==> config.mk <==
export PLATFORM = sky130hd
export DESIGN_NAME = mat_morph_seq_flat
export DESIGN_NICKNAME = d
export VERILOG_FILES = /design/src/rtl/mat_morph_seq_if.sv /design/src/rtl/mat_morph_seq.sv /design/src/flat_wrapper.sv
export SDC_FILE = /design/constraint.sdc
export NUM_CORES = 1
export LEC_CHECK = 0
export BUFFER_PORTS_ARGS = -buffer_cell sky130_fd_sc_hd__buf_2
export CAP_MARGIN = 15
export CORE_MARGIN = 4
export CORE_UTILIZATION = 50
export DETAILED_ROUTE_END_ITERATION = 10
export PLACE_DENSITY = 0.77
export SYNTH_ARGS = -nofsm -noshare
export SYNTH_HDL_FRONTEND = slang
export SYNTH_SLANG_ARGS = --single-unit
==> constraint.sdc <==
create_clock -name clk -period 5.1 [get_ports clk]
set_input_delay 0 -clock clk [delete_from_list [all_inputs] [get_ports clk]]
set_output_delay 0 -clock clk [all_outputs]
set_load 0.05 [all_outputs]
==> src/rtl/mat_morph_seq_if.sv <==
// Address-calculator, source-read and destination-write bus of the morphology sequencer.
interface mat_morph_seq_if;
    logic [14:0] refAddr;
    logic [4:0]  regAddr;
    logic [14:0] srmAddr;
    logic        rd_en;
    logic [14:0] rd_addr;
    logic        rd_data;
    logic        wr_en;
    logic [14:0] wr_addr;
    logic        wr_data;

    modport master (
        output refAddr, regAddr, rd_en, rd_addr, wr_en, wr_addr, wr_data,
        input  srmAddr, rd_data
    );

    modport slave (
        input  refAddr, regAddr, rd_en, rd_addr, wr_en, wr_addr, wr_data,
        output srmAddr, rd_data
    );
endinterface

==> src/rtl/mat_morph_seq.sv <==
// Raster-scan sequencer for diamond-neighbourhood binary erosion/dilation:
// 27 tap reads per pixel, AND/OR fold, one result write per pixel.
module mat_morph_seq #(
    parameter int unsigned IMG_W      = 180,
    parameter int unsigned IMG_H      = 120,
    parameter bit          BORDER_VAL = 1'b0
) (
    input  logic clk,
    input  logic rst,
    input  logic start,
    input  logic mode,
    output logic busy,
    output logic done,
    mat_morph_seq_if.master bus
);
    localparam int unsigned XW       = (IMG_W > 1) ? $clog2(IMG_W) : 1;
    localparam int unsigned YW       = (IMG_H > 1) ? $clog2(IMG_H) : 1;
    localparam int unsigned AW       = 15;
    localparam int unsigned TW       = 5;
    localparam int unsigned LAST_TAP = 26;

    typedef enum logic [2:0] {
        ST_IDLE,
        ST_FETCH,
        ST_WAIT,
        ST_WRITE,
        ST_DONE
    } state_e;

    state_e        state_q, state_d;
    logic [XW-1:0] x_q, x_d;
    logic [YW-1:0] y_q, y_d;
    logic [TW-1:0] tap_q, tap_d;
    logic [AW-1:0] ref_q, ref_d;
    logic [AW-1:0] wr_addr_q, wr_addr_d;
    logic          mode_q, mode_d;
    logic          acc_q, acc_d;
    logic          pend_q, pend_d;
    logic          vld_q, vld_d;
    logic          rd_en_q, rd_en_d;
    logic          wr_en_q, wr_en_d;
    logic          wr_data_q, wr_data_d;
    logic          busy_q, busy_d;
    logic          done_q, done_d;
    logic          fold_bit;
    logic          last_pix;

    // In-frame test from the pixel counters, so linear-address wrap never aliases a neighbour.
    function automatic logic tap_in_frame(input logic [XW-1:0] x, input logic [YW-1:0] y,
                                          input logic [TW-1:0] tap);
        int t, dx, dy, px, py;
        t  = int'(tap);
        dx = 0;
        dy = 0;
        if (t == 1) begin
            dy = -3;
        end else if (t >= 2 && t <= 4) begin
            dx = t - 3;
            dy = -2;
        end else if (t >= 5 && t <= 9) begin
            dx = t - 7;
            dy = -1;
        end else if (t >= 10 && t <= 13) begin
            dx = t - 14;
        end else if (t >= 14 && t <= 17) begin
            dx = t - 13;
        end else if (t >= 18 && t <= 22) begin
            dx = t - 20;
            dy = 1;
        end else if (t >= 23 && t <= 25) begin
            dx = t - 24;
            dy = 2;
        end else if (t == 26) begin
            dy = 3;
        end
        px = int'(x) + dx;
        py = int'(y) + dy;
        return (px >= 0) && (px < int'(IMG_W)) && (py >= 0) && (py < int'(IMG_H));
    endfunction

    assign last_pix = (x_q == XW'(IMG_W - 1)) && (y_q == YW'(IMG_H - 1));

    always_comb begin
        state_d   = state_q;
        x_d       = x_q;
        y_d       = y_q;
        tap_d     = tap_q;
        ref_d     = ref_q;
        wr_addr_d = wr_addr_q;
        mode_d    = mode_q;
        acc_d     = acc_q;
        pend_d    = 1'b0;
        vld_d     = 1'b0;
        rd_en_d   = 1'b0;
        wr_en_d   = 1'b0;
        wr_data_d = 1'b0;
        busy_d    = busy_q;
        done_d    = 1'b0;

        // Read data returns one cycle after its strobe; out-of-frame slots fold the border value.
        fold_bit = vld_q ? bus.rd_data : BORDER_VAL;
        if (pend_q) begin
            acc_d = mode_q ? (acc_q | fold_bit) : (acc_q & fold_bit);
        end

        case (state_q)
            ST_IDLE: begin
                if (start) begin
                    state_d = ST_FETCH;
                    mode_d  = mode;
                    x_d     = '0;
                    y_d     = '0;
                    tap_d   = '0;
                    ref_d   = '0;
                    busy_d  = 1'b1;
                    rd_en_d = 1'b1;
                end
            end
            ST_FETCH: begin
                pend_d = 1'b1;
                vld_d  = rd_en_q;
                if (tap_q == '0) begin
                    acc_d = ~mode_q;
                end
                if (tap_q == TW'(LAST_TAP)) begin
                    state_d = ST_WAIT;
                end else begin
                    tap_d   = tap_q + TW'(1);
                    rd_en_d = tap_in_frame(x_q, y_q, tap_d);
                end
            end
            ST_WAIT: begin
                state_d   = ST_WRITE;
                wr_en_d   = 1'b1;
                wr_addr_d = ref_q;
                wr_data_d = acc_d;
            end
            ST_WRITE: begin
                if (last_pix) begin
                    state_d = ST_DONE;
                    done_d  = 1'b1;
                    busy_d  = 1'b0;
                    x_d     = '0;
                    y_d     = '0;
                    tap_d   = '0;
                    ref_d   = '0;
                end else begin
                    state_d = ST_FETCH;
                    tap_d   = '0;
                    rd_en_d = 1'b1;
                    ref_d   = ref_q + AW'(1);
                    if (x_q == XW'(IMG_W - 1)) begin
                        x_d = '0;
                        y_d = y_q + YW'(1);
                    end else begin
                        x_d = x_q + XW'(1);
                    end
                end
            end
            ST_DONE: begin
                state_d = ST_IDLE;
            end
            default: begin
                state_d = ST_IDLE;
            end
        endcase
    end

    always_ff @(posedge clk) begin
        if (rst) begin
            state_q   <= ST_IDLE;
            x_q       <= '0;
            y_q       <= '0;
            tap_q     <= '0;
            ref_q     <= '0;
            wr_addr_q <= '0;
            mode_q    <= 1'b0;
            acc_q     <= 1'b0;
            pend_q    <= 1'b0;
            vld_q     <= 1'b0;
            rd_en_q   <= 1'b0;
            wr_en_q   <= 1'b0;
            wr_data_q <= 1'b0;
            busy_q    <= 1'b0;
            done_q    <= 1'b0;
        end else begin
            state_q   <= state_d;
            x_q       <= x_d;
            y_q       <= y_d;
            tap_q     <= tap_d;
            ref_q     <= ref_d;
            wr_addr_q <= wr_addr_d;
            mode_q    <= mode_d;
            acc_q     <= acc_d;
            pend_q    <= pend_d;
            vld_q     <= vld_d;
            rd_en_q   <= rd_en_d;
            wr_en_q   <= wr_en_d;
            wr_data_q <= wr_data_d;
            busy_q    <= busy_d;
            done_q    <= done_d;
        end
    end

    assign bus.refAddr = ref_q;
    assign bus.regAddr = tap_q;
    assign bus.rd_en   = rd_en_q;
    assign bus.rd_addr = bus.srmAddr;
    assign bus.wr_en   = wr_en_q;
    assign bus.wr_addr = wr_addr_q;
    assign bus.wr_data = wr_data_q;
    assign busy        = busy_q;
    assign done        = done_q;
endmodule

==> src/flat_wrapper.sv <==
// flat-port wrapper written by rule: the top's interface ports become plain ports
module mat_morph_seq_flat 
#(
    parameter int unsigned IMG_W      = 180,
    parameter int unsigned IMG_H      = 120,
    parameter bit          BORDER_VAL = 1'b0
)
  (clk, rst, start, mode, busy, done, bus_refAddr, bus_regAddr, bus_rd_en, bus_rd_addr, bus_wr_en, bus_wr_addr, bus_wr_data, bus_srmAddr, bus_rd_data);
  mat_morph_seq_if bus_i ();
  input  logic clk;
  input  logic rst;
  input  logic start;
  input  logic mode;
  output logic busy;
  output logic done;
  output wire logic [$bits(bus_i.refAddr)-1:0] bus_refAddr;
  output wire logic [$bits(bus_i.regAddr)-1:0] bus_regAddr;
  output wire logic [$bits(bus_i.rd_en)-1:0] bus_rd_en;
  output wire logic [$bits(bus_i.rd_addr)-1:0] bus_rd_addr;
  output wire logic [$bits(bus_i.wr_en)-1:0] bus_wr_en;
  output wire logic [$bits(bus_i.wr_addr)-1:0] bus_wr_addr;
  output wire logic [$bits(bus_i.wr_data)-1:0] bus_wr_data;
  input wire logic [$bits(bus_i.srmAddr)-1:0] bus_srmAddr;
  input wire logic [$bits(bus_i.rd_data)-1:0] bus_rd_data;
  assign bus_refAddr = bus_i.refAddr;
  assign bus_regAddr = bus_i.regAddr;
  assign bus_rd_en = bus_i.rd_en;
  assign bus_rd_addr = bus_i.rd_addr;
  assign bus_wr_en = bus_i.wr_en;
  assign bus_wr_addr = bus_i.wr_addr;
  assign bus_wr_data = bus_i.wr_data;
  assign bus_i.srmAddr = bus_srmAddr;
  assign bus_i.rd_data = bus_rd_data;
  mat_morph_seq #(.IMG_W(IMG_W), .IMG_H(IMG_H), .BORDER_VAL(BORDER_VAL)) u_core (.clk(clk), .rst(rst), .start(start), .mode(mode), .busy(busy), .done(done), .bus(bus_i));
endmodule
==> insert_results.sql <==
INSERT INTO impl_metrics (metric_group, metric, value, unit) VALUES
('run_status', 'run_status', 'completed', ''),
('cells_and_area', 'n_antenna_cell', '0', ''),
('routing', 'num_vias', '4615', ''),
('yosys', 'synth_top_area_share', '25.98', '%'),
('critical_path', 'worstPathCellList', 'clkinvlp_4 -> ha_2 -> buf_12 -> nor3b_2 -> o21ai_0 -> o211ai_1 -> o22a_1 -> nor3_1 -> or3_1 -> ha_2 -> fa_1 -> a211o_1 -> o211ai_1 -> a21bo_2 -> nand2b_1 -> a21oi_1 -> ha_1 -> or4b_2 -> nor4_2 -> nand4_1 -> nor3_1 -> o21ai_1 -> o31ai_2', ''),
('run', 'reported_max_cap_violation_count', '0', ''),
('power', 'power.static_leakage', '2.211', 'nW'),
('sta', 'timing.clock.skew', '7.690', 'ps'),
('sta', 'worst-slew-pin-transition', '966.0', 'ps'),
('yosys', 'synth_top_cells_by_area', 'sky130_fd_sc_hd__dfxtp_1 (26%), sky130_fd_sc_hd__ha_1 (12%), sky130_fd_sc_hd__a21oi_1 (6.3%), sky130_fd_sc_hd__nor2_1 (5.7%), sky130_fd_sc_hd__nand2_1 (5.3%)', ''),
('sta', 'setup_viol', '0', ''),
('min_path', 'worstHoldPathType', 'input pin to output port', ''),
('global_routing', 'grt_pass1_wl', '20860', 'um'),
('clock_network', 'cts_max_path_buffers', '2', ''),
('routing', 'drt_iter0_drc', '328', ''),
('critical_path', 'path_delay_family', 'simple AND/OR/NAND/NOR gates', ''),
('global_routing', 'grt_start_max_net_pins', '55', ''),
('critical_path', 'worst_path_max_delay_cell', 'sky130_fd_sc_hd__or4b_2', ''),
('routing', 'wl_met1', '5662', 'um'),
('yosys', 'leading_post_synthesis_cells_by_instance_count', 'sky130_fd_sc_hd__nor2_1 (72), sky130_fd_sc_hd__nand2_1 (67), sky130_fd_sc_hd__dfxtp_1 (62), sky130_fd_sc_hd__a21oi_1 (60), sky130_fd_sc_hd__ha_1 (46)', ''),
('critical_path', 'timing.rr.start', 'u_core.bus.regAddr[0]', ''),
('yosys', 'synth_most_common_cell', 'sky130_fd_sc_hd__nor2_1', ''),
('min_path', 'hold_path_startpoint', 'bus_srmAddr[10]', ''),
('sta', 'timing.final.hold_violations', '0', ''),
('floorplanning', 'die-area', '11180', 'sq um'),
('routing', 'top_layer_used', 'met4', ''),
('yosys', 'mappedNetlistArea', '4777', 'sq um'),
('cells_and_area', 'drive_above_1_share', '21.53', '%'),
('cells_and_area', 'final-instance-count-excl-fill', '784', ''),
('power', 'power_per_cell_area', '201.9', 'nW/um^2'),
('placed_design', 'hpwlAfterDp', '9247', 'um'),
('global_routing', 'grt_use_total', '22.32', '%'),
('sta', 'relSlewSlack', '35.60', '%'),
('clock_network', 'h_tree_depth', '3', ''),
('yosys', 'synth_edf_count', '0', ''),
('routing', 'drtAntennaViolNets', '0', ''),
('yosys', 'ys_seq_elements', '62', ''),
('sta', 'min_period_over_period', '95.78', '%'),
('power', 'ir_worst_vdd', '0.0001710', 'V'),
('placed_design', 'place.detailed.instances', '762', ''),
('critical_path', 'cp_data_required_time', '5360', 'ps'),
('yosys', 'avgSynthCellArea', '7.883', 'sq um'),
('critical_path', 'critical_path.max_stage_delay', '670', 'ps'),
('floorplanning', 'floorplan.die.height', '105.7', 'um'),
('routing', 'drt-vias-per-instance', '5.886', ''),
('critical_path', 'critical_path.n_buffers_inverters', '2', ''),
('routing', 'wl_met2', '6098', 'um'),
('clock_network', 'ctsRootBufferMaster', 'sky130_fd_sc_hd__clkbuf_8', ''),
('yosys', 'synthesis.instances', '606', ''),
('global_routing', 'global_route.overflow_total', '0', ''),
('routing', 'wl_met3', '545', 'um'),
('cells_and_area', 'area_delta_synth_final', '14.61', '%'),
('sta', 'timing_max_transition_violations_final', '0', ''),
('critical_path', 'ff2ff_setup_slack', '220', 'ps'),
('yosys', 'synthDominantAreaCellType', 'sky130_fd_sc_hd__dfxtp_1', ''),
('cells_and_area', 'n_fill_cell', '856', ''),
('global_routing', 'first_global_vias', '4336', ''),
('yosys', 'seq_area_frac_synth', '25.98', '%'),
('floorplanning', 'start_util', '51.46', '%'),
('yosys', 'postSynth.topFlopCell', 'sky130_fd_sc_hd__dfxtp_1', ''),
('routing', 'postRouteWirelength', '12570', 'um'),
('routing', 'route.detailed.wl_per_inst', '16.03', 'um'),
('routing', 'remaining_drc_errors', '0', ''),
('critical_path', 'critPathKind', 'flop to flop', ''),
('clock_network', 'cts_buffers', '9', ''),
('clock_network', 'cts_tree', 'built', ''),
('floorplanning', 'num_rows', '35', ''),
('cells_and_area', 'finalInstanceArea', '5475', 'sq um'),
('cells_and_area', 'final_nets', '718', ''),
('placed_design', 'port_buffers', '44', ''),
('critical_path', 'worstPathMaxFanout', '16', '');
worst register-to-register path, cell delays in order (launching register included):
cell                         delay (ps)
sky130_fd_sc_hd__dfxtp_4            410
sky130_fd_sc_hd__clkinvlp_4         100
sky130_fd_sc_hd__ha_2               320
sky130_fd_sc_hd__buf_12             160
sky130_fd_sc_hd__nor3b_2            160
sky130_fd_sc_hd__o21ai_0            160
sky130_fd_sc_hd__o211ai_1           170
sky130_fd_sc_hd__o22a_1             200
sky130_fd_sc_hd__nor3_1             150
sky130_fd_sc_hd__or3_1              140
sky130_fd_sc_hd__ha_2               200
sky130_fd_sc_hd__fa_1               200
sky130_fd_sc_hd__a211o_1            140
sky130_fd_sc_hd__o211ai_1           130
sky130_fd_sc_hd__a21bo_2            270
sky130_fd_sc_hd__nand2b_1            70
sky130_fd_sc_hd__a21oi_1             70
sky130_fd_sc_hd__ha_1               180
sky130_fd_sc_hd__or4b_2             680
sky130_fd_sc_hd__nor4_2             270
sky130_fd_sc_hd__nand4_1            140
sky130_fd_sc_hd__nor3_1             220
sky130_fd_sc_hd__o21ai_1            110
sky130_fd_sc_hd__o31ai_2            170
worst paths after layout:
path                      endpoint  cells past startpoint
max               u_core.bus.rd_en                     23
min                bus_rd_addr[10]                      0
max reg2reg       u_core.bus.rd_en                     23
min reg2reg  u_core.bus.wr_addr[6]                      2
per-layer routing:
layer	global-route usage, %	vias to the layer above
li1	-	2281
met5	0	-
met1	29.42	2166
met4	6.383	0
met2	37.89	138
met3	3.246	30
layout by cell type (no fill, tap or decap), types with 6 or more instances in the layout:
cell type | synthesis | final
sky130_fd_sc_hd__nor3_1 | 12 | 12
sky130_fd_sc_hd__nand2b_1 | 6 | 6
sky130_fd_sc_hd__nand3_1 | 23 | 23
sky130_fd_sc_hd__buf_4 | 17 | 27
sky130_fd_sc_hd__a21o_1 | 8 | 8
sky130_fd_sc_hd__nor2_1 | 72 | 72
sky130_fd_sc_hd__clkbuf_8 | 0 | 9
sky130_fd_sc_hd__or3_1 | 8 | 8
sky130_fd_sc_hd__a21oi_1 | 60 | 56
sky130_fd_sc_hd__o21ai_0 | 32 | 28
sky130_fd_sc_hd__buf_2 | 5 | 44
sky130_fd_sc_hd__dfxtp_1 | 62 | 60
sky130_fd_sc_hd__a22oi_1 | 9 | 9
sky130_fd_sc_hd__xor2_1 | 6 | 6
sky130_fd_sc_hd__ha_1 | 46 | 41
sky130_fd_sc_hd__inv_1 | 11 | 10
sky130_fd_sc_hd__nand3b_1 | 7 | 7
sky130_fd_sc_hd__nand2_1 | 67 | 65
sky130_fd_sc_hd__and3_1 | 7 | 7
sky130_fd_sc_hd__a311oi_1 | 6 | 6
cell type report:
class                           count  area (sq um)  share of cell area (%)
Multi-Input combinational cell    491          3363                   61.43
Clock inverter                      7         50.05                  0.9141
Inverter                           11         45.04                  0.8227
Sequential cell                    62          1249                   22.81
Tap cell                          129         161.4                   2.948
Clock buffer                        9         123.9                   2.262
Timing Repair Buffer               75         483.0                   8.821
repair_timing:
| item | 4_1_cts | 5_1_grt |
|---|---|---|
| hold buffers | 2 | 0 |
| endpoints found under the hold margin | 2 | 0 |
| pin swaps | 0 | 3 |
| setup endpoints to repair | 1 | 1 |
| buffers inserted | 0 | 4 |
| gates resized for setup | 4 | 29 |
state kept, by name, summed over array words and instances (netlist names), 3 cells and up:
signal / cells
u_core.bus.refAddr: 15
u_core.bus.regAddr: 5
u_core.state_q: 3
u_core.y_q: 7
u_core.bus.wr_addr: 15
u_core.x_q: 8
power by group:
part / switching [W] / internal (W)
Clock: 0.000212 / 0.000178
Sequential: 0.00000766 / 0.000489
Combinational: 0.000130 / 0.0000890
cell families (layout without fill, tap and decap cells):
group / after synthesis / in the layout / synth area share (%)
DFF: 62 / 62 / 25.98
AOI/OAI and AO/OA: 177 / 177 / 24.73
xor gates and xnor gates: 15 / 15 / 3.458
adders and majority gates: 48 / 48 / 12.89
and+or+nand+nor: 243 / 243 / 25.04
buffers and inverters: 53 / 102 / 6.102
muxes: 8 / 8 / 1.807
metrics by stage:
stage	setup WS (ps)	power [W]	TNS (ps)	hold WS, ps	util, %
2_1_floorplan	100.8	0.0006871	0	147.2	-
3_3_place_gp	148.8	0.0007037	0	0.3409	55.22
3_5_place_dp	-98.53	0.0007092	-98.53	0.3409	55.22
4_1_cts	10.43	0.001103	0	0.3409	57.52
5_1_grt	-3.218	0.001158	-3.218	0.07183	58.98
6_report	215.4	0.001106	0	0.02197	58.98
Power figures use the tool's default switching activity.
